### src/rtl/instruction_fetch_unit_if.sv
// Fetch-side bus bundle: instruction-memory request/response, decode handshake,
// execute redirect and queue occupancy. master = fetch unit, slave = environment.
interface instruction_fetch_unit_if #(
  parameter int unsigned FQ_DEPTH = 2
);
  localparam int unsigned CW = $clog2(FQ_DEPTH) + 1;

  logic [63:0]   imem_addr;
  logic [31:0]   imem_data;
  logic          if_valid;
  logic          if_ready;
  logic [31:0]   if_instr;
  logic [63:0]   if_pc;
  logic          redirect_valid;
  logic [63:0]   redirect_pc;
  logic [CW-1:0] fq_count;

  modport master (
    output imem_addr,
    input  imem_data,
    output if_valid,
    input  if_ready,
    output if_instr,
    output if_pc,
    input  redirect_valid,
    input  redirect_pc,
    output fq_count
  );

  modport slave (
    input  imem_addr,
    output imem_data,
    input  if_valid,
    output if_ready,
    input  if_instr,
    input  if_pc,
    output redirect_valid,
    output redirect_pc,
    input  fq_count
  );
endinterface

### src/rtl/instruction_fetch_unit.sv
// Instruction fetch unit: registered PC, circular fetch queue, decode handshake, redirect flush.
// Optional IFU_PERF_CNT_EN adds saturating fetched/stalled performance counters.
module instruction_fetch_unit #(
  parameter logic [63:0] RESET_PC = 64'h0,
  parameter int unsigned FQ_DEPTH = 2
) (
  input  logic                     clk,
  input  logic                     rst_n,
  instruction_fetch_unit_if.master bus
`ifdef IFU_PERF_CNT_EN
  ,
  output logic [63:0]              perf_fetched,
  output logic [63:0]              perf_stalled
`endif
);

  localparam int unsigned PW = $clog2(FQ_DEPTH);
  localparam int unsigned CW = PW + 1;

  typedef logic [PW-1:0] ptr_t;
  typedef logic [CW-1:0] cnt_t;

  if (FQ_DEPTH < 2 || (FQ_DEPTH & (FQ_DEPTH - 1)) != 0) begin : g_bad_depth
    $error("FQ_DEPTH must be a power of two and at least 2");
  end
  if (RESET_PC[1:0] != 2'b00) begin : g_bad_reset_pc
    $error("RESET_PC must be 4-byte aligned");
  end

  logic [63:0] pc_q, pc_d;
  ptr_t        head_q, head_d;
  ptr_t        tail_q, tail_d;
  cnt_t        count_q, count_d;

  logic [63:0] fq_pc_q    [FQ_DEPTH];
  logic [31:0] fq_instr_q [FQ_DEPTH];

  logic empty, full, pop, push;
  logic unused_redirect_lsbs;

  assign unused_redirect_lsbs = ^bus.redirect_pc[1:0];

  always_comb begin
    empty   = (count_q == '0);
    full    = (count_q == cnt_t'(FQ_DEPTH));
    pop     = ~empty & bus.if_ready;
    push    = ~bus.redirect_valid & (~full | pop);

    pc_d    = pc_q;
    head_d  = head_q;
    tail_d  = tail_q;
    count_d = count_q;

    // A same-cycle pop still completes; the flush then discards the rest.
    if (bus.redirect_valid) begin
      pc_d    = {bus.redirect_pc[63:2], 2'b00};
      head_d  = '0;
      tail_d  = '0;
      count_d = '0;
    end else begin
      if (pop) begin
        head_d = head_q + ptr_t'(1);
      end
      if (push) begin
        tail_d = tail_q + ptr_t'(1);
        pc_d   = pc_q + 64'd4;
      end
      unique case ({push, pop})
        2'b10:   count_d = count_q + cnt_t'(1);
        2'b01:   count_d = count_q - cnt_t'(1);
        default: count_d = count_q;
      endcase
    end
  end

  always_ff @(posedge clk) begin
    if (!rst_n) begin
      pc_q    <= RESET_PC;
      head_q  <= '0;
      tail_q  <= '0;
      count_q <= '0;
    end else begin
      pc_q    <= pc_d;
      head_q  <= head_d;
      tail_q  <= tail_d;
      count_q <= count_d;
    end
  end

  // Payload storage needs no reset; occupancy alone qualifies it.
  always_ff @(posedge clk) begin
    if (rst_n && push) begin
      fq_pc_q[tail_q]    <= pc_q;
      fq_instr_q[tail_q] <= bus.imem_data;
    end
  end

  assign bus.imem_addr = pc_q;
  assign bus.if_valid  = ~empty;
  assign bus.if_pc     = fq_pc_q[head_q];
  assign bus.if_instr  = fq_instr_q[head_q];
  assign bus.fq_count  = count_q;

`ifdef IFU_PERF_CNT_EN
  logic [63:0] fetched_q, stalled_q;
  logic        stall;

  assign stall = ~bus.redirect_valid & full & ~pop;

  always_ff @(posedge clk) begin
    if (!rst_n) begin
      fetched_q <= '0;
      stalled_q <= '0;
    end else begin
      if (push && fetched_q != '1) begin
        fetched_q <= fetched_q + 64'd1;
      end
      if (stall && stalled_q != '1) begin
        stalled_q <= stalled_q + 64'd1;
      end
    end
  end

  assign perf_fetched = fetched_q;
  assign perf_stalled = stalled_q;
`endif

endmodule
### src/flat_wrapper.sv
// flat-port wrapper written by rule: the top's interface ports become plain ports
module instruction_fetch_unit_flat 
#(
  parameter logic [63:0] RESET_PC = 64'h0,
  parameter int unsigned FQ_DEPTH = 2
)
  (clk, rst_n, bus_imem_addr, bus_imem_data, bus_if_valid, bus_if_ready, bus_if_instr, bus_if_pc, bus_redirect_valid, bus_redirect_pc, bus_fq_count);
  instruction_fetch_unit_if #(.FQ_DEPTH(FQ_DEPTH)) bus_i ();
  input  logic clk;
  input  logic rst_n;
  output wire logic [$bits(bus_i.imem_addr)-1:0] bus_imem_addr;
  input wire logic [$bits(bus_i.imem_data)-1:0] bus_imem_data;
  output wire logic [$bits(bus_i.if_valid)-1:0] bus_if_valid;
  input wire logic [$bits(bus_i.if_ready)-1:0] bus_if_ready;
  output wire logic [$bits(bus_i.if_instr)-1:0] bus_if_instr;
  output wire logic [$bits(bus_i.if_pc)-1:0] bus_if_pc;
  input wire logic [$bits(bus_i.redirect_valid)-1:0] bus_redirect_valid;
  input wire logic [$bits(bus_i.redirect_pc)-1:0] bus_redirect_pc;
  output wire logic [$bits(bus_i.fq_count)-1:0] bus_fq_count;
  assign bus_imem_addr = bus_i.imem_addr;
  assign bus_i.imem_data = bus_imem_data;
  assign bus_if_valid = bus_i.if_valid;
  assign bus_i.if_ready = bus_if_ready;
  assign bus_if_instr = bus_i.if_instr;
  assign bus_if_pc = bus_i.if_pc;
  assign bus_i.redirect_valid = bus_redirect_valid;
  assign bus_i.redirect_pc = bus_redirect_pc;
  assign bus_fq_count = bus_i.fq_count;
  instruction_fetch_unit #(.RESET_PC(RESET_PC), .FQ_DEPTH(FQ_DEPTH)) u_core (.clk(clk), .rst_n(rst_n), .bus(bus_i));
endmodule
### config.mk
export PLATFORM = sky130hd
export DESIGN_NAME = instruction_fetch_unit_flat
export DESIGN_NICKNAME = d
export VERILOG_FILES = /design/src/rtl/instruction_fetch_unit_if.sv /design/src/rtl/instruction_fetch_unit.sv /design/src/flat_wrapper.sv
export SDC_FILE = /design/constraint.sdc
export NUM_CORES = 1
export LEC_CHECK = 0
export CORE_MARGIN = 2
export CORE_UTILIZATION = 51
export CTS_BUF_LIST = sky130_fd_sc_hd__clkbuf_4
export CTS_CLUSTER_DIAMETER = 200
export DETAILED_ROUTE_END_ITERATION = 12
export PLACE_DENSITY = 0.83
export REMOVE_ABC_BUFFERS = 1
export SYNTH_ARGS = -nofsm -noshare
export SYNTH_HDL_FRONTEND = slang
export SYNTH_SLANG_ARGS = --single-unit
### constraint.sdc
create_clock -name clk -period 12.54 [get_ports clk]
set_input_delay 2.508 -clock clk [delete_from_list [all_inputs] [get_ports clk]]
set_output_delay 2.508 -clock clk [all_outputs]
set_load 0.05 [all_outputs]
==> impl_results.md <==
- FF+latch count, synth: 255
- Post-Synth Simple-Gate Area: 8.68%
- Final cell count without fillers: 1,354
- Most frequent cells in the layout: clkdlybuf4s50_1 (255), edfxtp_1 (188), clkbuf_4 (101)
- Synth Area in Compound Gates: 5.78%
- GRT Total Usage: 22.6%
- Count of max-cap constraint violations: 0
- PnR Total Power: 1.99 mW
- Synthesized cell area: 10,400 sq um
- Post-Synth Adder-Cell Area: 0.241%
- WS Path Type: in2reg
- Clock buffer depth: 3
- Total Wirelength: 24.3 mm
- Final Skew: 40.0 ps
- Worst setup EP type: register
- NumNets Final: 1,130
- Register area share after synthesis: 67.4%
- Crit path cell chain: clkdlybuf4s50_1 > clkinv_2 > buf_4 > nand2_1 > nor3b_2 > buf_4 > buf_4
- Largest cells by area after synthesis: edfxtp_1 (54%), dfxtp_1 (13%), mux2_2 (10%), xor2_1 (3.3%), a21oi_1 (2.1%)
- Hold WS: 481 ps
- DR DRC count: 0
- Fillers: 1,449
- Cell mode on critical path: buf_4
- Levels on crit path: 7
- Crit-path slowest cell: buf_4
- PortBufs: 256
- Initial Utilization: 51.6%
- Post-synth ARST share: 0%
- Detailed-route wire length per cell: 18.0 um
- Routed vias/inst: 5.20
- Iteration-0 DRC Markers: 333
- WP buf/inv: 5
- Post-synthesis mux area share: 10.6%
- CP arrival: 6100 ps
- Final Max Slew Viols: 0
- Most common cell after layout, fill and taps aside: clkdlybuf4s50_1
- # rows: 52
- 1st-pass router iterations: 4
- Post-route ant nets: 0
- Largest net degree at the start of global routing: 116
- Final period util: 46.7%
- Post-CTS sizing: 0
- Core Area: 20,100 sq um
- Total grt overflow: 0
- CP delay by family, top: buffers and inverters
- Hold Path Class: reg2reg
- WHS Path Cells: 0
- TritonCTS sink count: 255
- GP Congestion: 0.809
- Top-area cell type share of the netlist area: 54.4%
- Top Ports: 263
- Die width: 147 um
- Status: finished, final reports clean
- Setup ws final: 6680 ps
- Post-CTS setup buffers: 0
- RSZ-0062 raised after global routing: no
- Max frequency: 171 MHz
- DIE HEIGHT: 147 um
- Worst-skew pair later-pin latency: 650 ps
- Largest family of logic cells by synthesized area: multiplexers
- Leak: 4.89 nW
- IR drop worst, VDD: 0.0709 mV
- Post-Synthesis Cells: 733
- Power density over cell area: 142 nW/um^2
- Reg clk slew, reported paths: 60 ps
- Cell variety after synth: 44
- Setup TNS: 0 ps
- CTS tree: yes
- Synth Area in XOR/XNOR: 5.32%
- Number of global-route vias before repair: 7,181
- Share of cells above drive strength 1: 21.1%
- First-pass GRT wire length: 38.0 mm
- CTS HTree Levels: 3
- CP Max Fanout: 115
- Syn Area/Cell: 14.1 sq um
- Hold-fix buffers, CTS: 0
- Syn-to-layout area delta: 35.7%
- Post-synth EDFFs: 188
- Total clock buffers created by CTS: 68
- CP peak stage delay: 820 ps
- Required @ worst endpoint: 12,780 ps
- Finish-stage setup viols: 0
- Pre-CTS WS: 6010 ps
- Root Buffer: clkbuf_4
- DP HPWL: 15.9 mm
- Initial antenna violation count: 1
- Yosys warns: 0
- Commonest register cell after synthesis: edfxtp_1
- Final hold vios: 0
- Cells after DPL: 1,228
- Reg2reg path depth: 6
- Critical path launch point type: primary input
- Die area: 21,500 sq um
- Slew @ Worst Pin: 1100 ps
- Routed via count: 7,043
- Post-layout min period: 5860 ps
- Yosys top cell by area: edfxtp_1
- Relative max-transition margin: 26.4%
==> cell usage after synthesis (all sizes together) (12+ instances only) <==
| cell | number |
|---|---|
| o21ai | 44 |
| nand3 | 27 |
| a211oi | 16 |
| edfxtp | 188 |
| nor2 | 34 |
| nand2 | 28 |
| xor2 | 39 |
| nor3 | 12 |
| mux2 | 94 |
| and3 | 13 |
| clkbuf | 30 |
| nand4 | 18 |
| a21oi | 44 |
| xnor2 | 24 |
| dfxtp | 67 |
==> routing by layer <==
layer	wire length, um	global-route usage, %	up-vias
met5	0	0	-
li1	-	-	3398
met3	1880	6.66	36
met4	493	9.13	0
met1	9980	27.9	3337
met2	12000	37.7	272
==> logic make-up after synthesis <==
kind of cell,Yosys count
AO/OA/AOI/OAI,107
XOR/XNOR,63
adder cells (fa/ha/maj),2
buffers and inverters,47
flip-flops,255
multiplexers,98
other,1
AND/OR/NAND/NOR,160
==> flip-flops by register name, indices dropped and copies added, names as in the netlist, named ones only <==
signal                cells
u_core.fq_pc_q          124
u_core.tail_q             1
u_core.bus.fq_count       2
u_core.fq_instr_q        64
u_core.head_q             1
u_core.bus.imem_addr     62
==> worst paths after layout <==
check                              to  slack (ps)                      from
max          u_core.fq_instr_q[1][26]        6680        bus_redirect_valid
min reg2reg     u_core.fq_pc_q[0][53]         480  u_core.bus.imem_addr[53]
min             u_core.fq_pc_q[0][53]         480  u_core.bus.imem_addr[53]
max reg2reg  u_core.bus.imem_addr[55]        9640  u_core.bus.imem_addr[15]
==> per-stage QoR <==
step	utilization, %	area, sq um
2_1_floorplan	-	10200
3_3_place_gp	65.5	13200
3_5_place_dp	65.5	13200
4_1_cts	70.0	14100
5_1_grt	70.0	14100
6_report	70.0	14100
==> power breakdown <==
group	internal [mW]	leakage [nW]	switching [mW]
Combinational	0.107	2.03	0.173
Sequential	0.945	2.31	0.0299
Clock	0.413	0.545	0.327
Total	1.46	4.89	0.530
==> layout make-up <==
cell class	count	area, sq um	area share, %
flip-flops and latches	255	6990	49.7
clock buffers	101	758	5.39
diodes	1	2.50	0.0178
clock inverters	24	149	1.06
well taps	270	338	2.40
repair buffers	263	2610	18.5
multi-input cells	434	3200	22.7
inverters	6	23.8	0.169
==> worst register-to-register path, stage by stage, from the launching register on <==
cell and delay [ps]:
dfxtp_1 480, and4_1 280, or4b_1 720, nor3_4 730, nand4_1 220, xor2_1 200
a21oi_1 90
Power figures use the tool's default switching activity.
